## config.mk

```make
export PLATFORM = sky130hd
export DESIGN_NAME = multiply_stream_pipe
export DESIGN_NICKNAME = d
export VERILOG_FILES = /design/src/rtl/multiply_stream_pipe_pkg.sv /design/src/rtl/multiply_stream_pipe_reg.sv /design/src/rtl/multiply_stream_pipe.sv
export SDC_FILE = /design/constraint.sdc
export NUM_CORES = 2
export LEC_CHECK = 0
export ABC_AREA = 1
export CAP_MARGIN = 20
export CORE_UTILIZATION = 45
export CTS_CLUSTER_SIZE = 24
export DETAILED_ROUTE_END_ITERATION = 8
export GPL_ROUTABILITY_DRIVEN = 0
export SLEW_MARGIN = 30
export SYNTH_ARGS = -nofsm -noshare
export SYNTH_HDL_FRONTEND = slang
export SYNTH_SLANG_ARGS = --single-unit
```

## constraint.sdc

```tcl
create_clock -name clock -period 7.25 [get_ports clock]
set_clock_uncertainty 0.15 [all_clocks]
set_input_delay 1.0875 -clock clock [delete_from_list [all_inputs] [get_ports clock]]
set_output_delay 1.0875 -clock clock [all_outputs]
set_load 0.02 [all_outputs]
```

## src/rtl/multiply_stream_pipe_pkg.sv

```systemverilog
// multiply_stream_pipe_pkg: shared fixed-point dequantise and saturate helpers
package multiply_stream_pipe_pkg;
  localparam int MAX_W = 128;
  function automatic logic signed [MAX_W-1:0] dequantize(input logic signed [MAX_W-1:0] x, input int frac);
    logic signed [MAX_W-1:0] bias;
    bias = x[MAX_W-1] ? (MAX_W'(1) <<< frac) - MAX_W'(1) : '0;
    return (x + bias) >>> frac;
  endfunction
  function automatic logic signed [MAX_W-1:0] saturate(input logic signed [MAX_W-1:0] x, input int w);
    logic signed [MAX_W-1:0] hi, lo;
    hi = (MAX_W'(1) <<< (w - 1)) - MAX_W'(1);
    lo = ~hi;
    return x > hi ? hi : (x < lo ? lo : x);
  endfunction
endpackage

```

## src/rtl/multiply_stream_pipe_reg.sv

```systemverilog
// multiply_pipe_reg: valid/data pipeline register with enable and sync active-low clear
module multiply_pipe_reg #(
  parameter int WIDTH = 64
) (
  input  logic             clock,
  input  logic             reset,
  input  logic             en,
  input  logic             d_valid,
  input  logic [WIDTH-1:0] d_data,
  output logic             q_valid,
  output logic [WIDTH-1:0] q_data
);
  always_ff @(posedge clock)
    if (!reset) begin
      q_valid <= 1'b0;
      q_data  <= '0;
    end else if (en) begin
      q_valid <= d_valid;
      q_data  <= d_data;
    end
endmodule

```

## src/rtl/multiply_stream_pipe.sv

```systemverilog
// multiply_stream_pipe: pipelined fixed-point stream multiplier; define MULTIPLY_SATURATE_EN to clamp results and count saturations
module multiply_stream_pipe
  import multiply_stream_pipe_pkg::*;
#(
  parameter int DATA_WIDTH  = 32,
  parameter int FRAC_BITS   = 10,
  parameter int PIPE_STAGES = 2
) (
  input  logic                  clock,
  input  logic                  reset,
  output logic                  inA_rd_en,
  input  logic                  inA_empty,
  input  logic [DATA_WIDTH-1:0] inA_dout,
  output logic                  inB_rd_en,
  input  logic                  inB_empty,
  input  logic [DATA_WIDTH-1:0] inB_dout,
  output logic                  out_wr_en,
  input  logic                  out_full,
  output logic [DATA_WIDTH-1:0] out_din,
  output logic [15:0]           sat_count
);
  localparam int PW = 2 * DATA_WIDTH;
`ifdef MULTIPLY_SATURATE_EN
  localparam int RW = DATA_WIDTH + 1;
`else
  localparam int RW = DATA_WIDTH;
`endif
  logic [PIPE_STAGES-1:0] v;
  logic                   advance, pop;
  logic signed [PW-1:0]   prod;
  logic [RW-1:0]          res;
  assign advance   = !(v[PIPE_STAGES-1] && out_full);
  assign pop       = reset && advance && !inA_empty && !inB_empty;
  assign inA_rd_en = pop;
  assign inB_rd_en = pop;
  assign prod      = PW'($signed(inA_dout)) * PW'($signed(inB_dout));
  for (genvar i = 0; i < PIPE_STAGES; i++) begin : g_stage
    localparam int W = (i == PIPE_STAGES - 1) ? RW : PW;
    logic signed [PW-1:0] src;
    logic [W-1:0]         d, q;
    logic                 vin;
    if (i == 0) begin : g_first
      assign src = prod;
      assign vin = pop;
    end else begin : g_next
      assign src = g_stage[i-1].q;
      assign vin = v[i-1];
    end
    if (i == PIPE_STAGES - 1) begin : g_last
`ifdef MULTIPLY_SATURATE_EN
      logic signed [MAX_W-1:0] dq;
      assign dq = dequantize(MAX_W'(src), FRAC_BITS);
      assign d  = {saturate(dq, DATA_WIDTH) != dq, DATA_WIDTH'(saturate(dq, DATA_WIDTH))};
`else
      assign d = DATA_WIDTH'(dequantize(MAX_W'(src), FRAC_BITS));
`endif
    end else begin : g_mid
      assign d = src;
    end
    multiply_pipe_reg #(.WIDTH(W)) u_reg (
      .clock  (clock),
      .reset  (reset),
      .en     (advance),
      .d_valid(vin),
      .d_data (d),
      .q_valid(v[i]),
      .q_data (q)
    );
  end
  assign res       = g_stage[PIPE_STAGES-1].q;
  assign out_wr_en = reset && v[PIPE_STAGES-1] && !out_full;
  assign out_din   = out_wr_en ? res[DATA_WIDTH-1:0] : '0;
`ifdef MULTIPLY_SATURATE_EN
  always_ff @(posedge clock)
    if (!reset) sat_count <= '0;
    else if (out_wr_en && res[DATA_WIDTH] && sat_count != 16'hFFFF) sat_count <= sat_count + 16'd1;
`else
  assign sat_count = '0;
`endif
endmodule
```

==> flow_summary.rst <==
.. list-table::
   :header-rows: 1

   * - Metric
     - Value
   * - Violations in the final reports
     - DRC, setup timing
   * - Remaining global-route overflow
     - 0
   * - Setup repair after global routing missed its margin
     - yes
   * - Core utilization of the finished layout
     - 57.7%
   * - Rel. slew slack
     - 39.3%
   * - Via count of the first global-routing pass
     - 37400
   * - Clock slew at the register clock pins of the worst setup and hold paths
     - 0.07 ns
   * - Upper clock frequency limit
     - 137 MHz
   * - TritonCTS clock tree
     - done
   * - Share of cells above drive strength 1
     - 21.1%
   * - Wire length of the first global-routing pass
     - 209 mm
   * - Outcome
     - finished with violations
   * - Routed Antenna Nets
     - 0
   * - Nature of the critical path startpoint
     - primary input
   * - Reg-to-reg critical path startpoint
     - g_stage[0].u_reg.q_data[63]
   * - Synth Instances
     - 5319
   * - Master cell of the clock root buffer
     - sky130_fd_sc_hd__clkbuf_16
   * - DRT Wirelength
     - 132 mm
   * - Clk buf depth
     - 2
   * - Area leader, netlist
     - sky130_fd_sc_hd__fa_1
   * - Ratio of routed vias to standard cells
     - 4.96
   * - Commonest cells after routing, fill and taps aside
     - 1606 x sky130_fd_sc_hd__inv_1, 1249 x sky130_fd_sc_hd__nand2_1, 1013 x sky130_fd_sc_hd__fa_1
   * - Number of buffers inserted during clock tree synthesis
     - 9
   * - Synth unique cells
     - 46
   * - Origin of the worst min-delay path
     - g_stage[0].u_reg.q_data[0]
   * - Number of synthesized register bits
     - 77
   * - DR DRC count
     - 2
   * - Fillcell total
     - 8145
   * - Worst-Skew Late Latency
     - 0.34 ns
   * - Library cell appearing most often on the critical path
     - sky130_fd_sc_hd__fa_1
   * - TritonCTS sink count
     - 77
   * - Async SR Flop Fraction
     - 0%
   * - Boundary Pins
     - 120
   * - Crit path time final
     - 7.32 ns
   * - Via total after detailed routing
     - 35100
   * - Final hold violations
     - 0
   * - H-Tree Level Count
     - 3
   * - Setup ws final
     - -0.0698 ns
   * - Initial antenna violation count
     - 2
   * - Most frequent standard cell in the layout excluding fill and tap cells
     - sky130_fd_sc_hd__inv_1
   * - Area Growth Syn to Fin
     - 27.1%
   * - Critical path data required time
     - 7.35 ns
   * - Hold WC Path Type
     - reg -> reg
   * - Hold buffer count at cts
     - 0
   * - Layout Nets
     - 7230
   * - Total standard cell area after synthesis
     - 41600 µm²
   * - Worst Setup End Kind
     - flop
   * - Delay of the slowest cell on the worst path
     - 0.58 ns
   * - Arrival time at the worst endpoint
     - 7.42 ns
   * - Cell at the slowest stage of the critical path
     - sky130_fd_sc_hd__fa_1
   * - Worst slew pin tran
     - 0.910 ns
   * - Standard-cell rows
     - 111
   * - Floorplan die width
     - 306 µm
   * - Cell count of the worst reg-to-reg path
     - 11
   * - Worst R2R End
     - g_stage[1].u_reg.q_data[18]
   * - Length of the first detailed-routing pass in iterations
     - 7
   * - Share of the synthesized area in the top cell type
     - 52.0%
   * - Port Buffers
     - 103
   * - First-iteration detailed-routing DRC count
     - 2396
   * - Number of failing setup endpoints in the final timing report
     - 5
   * - Mean instance size in the synthesized netlist
     - 7.82 µm²
   * - Worst-case setup slack after placement
     - -1.12 ns
   * - Detailed placement HPWL
     - 102 mm
   * - Maximum number of pins on one net before global-route repair
     - 78
   * - Full die area
     - 93700 µm²
   * - Flop2flop setup slack
     - 4.65 ns
   * - Type of the worst setup path
     - in -> reg
   * - Worst Hold Endpoint
     - g_stage[0].u_reg.q_data[0]
   * - Total routing usage reported by global routing
     - 29.0%
   * - Top_reg_cell synth
     - sky130_fd_sc_hd__dfxtp_1
   * - Count of yosys warnings during synthesis
     - 0
   * - Inserted Diodes
     - 0
   * - Most area-consuming cells after synthesis
     - sky130_fd_sc_hd__fa_1 52%, sky130_fd_sc_hd__inv_1 15%, sky130_fd_sc_hd__nand2_1 12%
   * - Final worst path period share
     - 101%
   * - Sequential-to-total area share from yosys stat
     - 3.70%
   * - Worst-path maximum fanout
     - 8
   * - Number of cells traversed by the worst hold path
     - 2
   * - Core Box Area
     - 91700 µm²
   * - EDFF count, synth
     - 0
   * - Average detailed-routed wire length per instance
     - 18.7 µm
   * - Number of maximum-capacitance constraint violations
     - 0
   * - Final number of max-transition violations
     - 0
   * - Height of the die
     - 306 µm
   * - Starting Density
     - 45.4%
-- routing by layer --
metal  up-vias  global-route usage, %  share of wire [%]
met4         0                   12.4                5.6
met2      1253                   50.2                 49
met3       318                   2.85                6.1
li1      15800                      -                  -
met1     17700                   36.9                 39
met5         -                      0                  0
-- synth_stat cells, types with 4 or more instances --
cell type                     n
sky130_fd_sc_hd__a21o_1       5
sky130_fd_sc_hd__a21oi_1    115
sky130_fd_sc_hd__a31oi_1      4
sky130_fd_sc_hd__buf_1        6
sky130_fd_sc_hd__buf_4       17
sky130_fd_sc_hd__clkbuf_1   210
sky130_fd_sc_hd__dfxtp_1     77
sky130_fd_sc_hd__fa_1      1082
sky130_fd_sc_hd__ha_1       193
sky130_fd_sc_hd__inv_1     1703
sky130_fd_sc_hd__inv_2       18
sky130_fd_sc_hd__nand2_1   1360
sky130_fd_sc_hd__nand2_2     11
sky130_fd_sc_hd__nand3_1     95
sky130_fd_sc_hd__nand3_2      5
sky130_fd_sc_hd__nand4_1     24
sky130_fd_sc_hd__nor2_1     199
sky130_fd_sc_hd__nor2_2       7
sky130_fd_sc_hd__nor3_1      14
sky130_fd_sc_hd__nor3_2       7
sky130_fd_sc_hd__nor4_1       6
sky130_fd_sc_hd__nor4_2       5
sky130_fd_sc_hd__o211ai_1    11
sky130_fd_sc_hd__o21a_1       5
sky130_fd_sc_hd__o21ai_0     39
sky130_fd_sc_hd__o21ai_1     23
sky130_fd_sc_hd__o21bai_1    10
sky130_fd_sc_hd__or2_2       11
sky130_fd_sc_hd__xnor2_1      6
sky130_fd_sc_hd__xor2_1      25
-- flip-flops by register name (all words and copies together), names as in the netlist --
| register | flops |
|---|---|
| g_stage.u_reg.q_valid | 2 |
| g_stage.u_reg.q_data | 75 |
-- how the worst max path moves through the flow --
stage	startpoint	slack, ns	endpoint
final	inA_dout[18]	-0.07	g_stage[0].u_reg.q_data[63]
after global routing	inA_dout[31]	-0.41	g_stage[0].u_reg.q_data[63]
after detailed placement	inA_dout[31]	-1.12	g_stage[0].u_reg.q_data[63]
after floorplan	inA_dout[31]	-0.33	g_stage[0].u_reg.q_data[63]
after global placement	inA_dout[31]	-1.15	g_stage[0].u_reg.q_data[63]
after CTS	inA_dout[31]	-0.13	g_stage[0].u_reg.q_data[63]
-- critical path, delay by kind of cell --
| kind | cells | cell delay [ns] |
|---|---|---|
| and+or+nand+nor | 10 | 1.00 |
| buffers and inverters | 9 | 0.91 |
| adders and majority gates | 9 | 4.42 |
-- stage by stage --
step | setup TNS [ns] | hold WS [ns] | cells | instance area, µm²
after CTS | -0.298 | 0.320 | 7031 | 51400
after detailed placement | -26.99 | 0.309 | 6829 | 47800
after floorplan | -0.326 | 0.287 | 5334 | 41700
final | -0.244 | 0.319 | 7077 | 52900
after global placement | -26.59 | 0.304 | 6829 | 47800
after global routing | -3.96 | 0.342 | 7077 | 52900
-- kinds of logic (layout without fill, tap and decap cells) --
kind of cell | Yosys count | in the layout | synth area share, %
buffers and inverters | 1959 | 2516 | 17.8
flip-flops | 77 | 77 | 3.70
adder cells (fa/ha/maj) | 1275 | 1275 | 57.8
other | 1 | 16 | 0.00901
AND/OR/NAND/NOR | 1754 | 1754 | 17.0
XOR/XNOR | 31 | 31 | 0.652
AO/OA/AOI/OAI | 222 | 222 | 2.98
-- cell type report --
cell class              count  area [µm²]  share of cell area [%]
multi-input cells        3298       34600                    65.3
repair buffers            777        8540                    16.1
inverters                1723        6490                    12.3
flip-flops and latches     77        1540                    2.91
well taps                1186        1480                    2.81
clock buffers              10         229                   0.433
clock inverters             6        48.8                  0.0923
-- repair_timing --
| action | in CTS | in global routing |
|---|---|---|
| cloned | 23 | 5 |
| setup buffers | 169 | 51 |
| endpoints found under the setup margin | 32 | 28 |
| pin swaps | 266 | 292 |
| resized for setup | 590 | 393 |
Power is left out: the tool's default activity adds up to more than one toggle a clock period on the data nets, which glitch-free logic cannot reach.
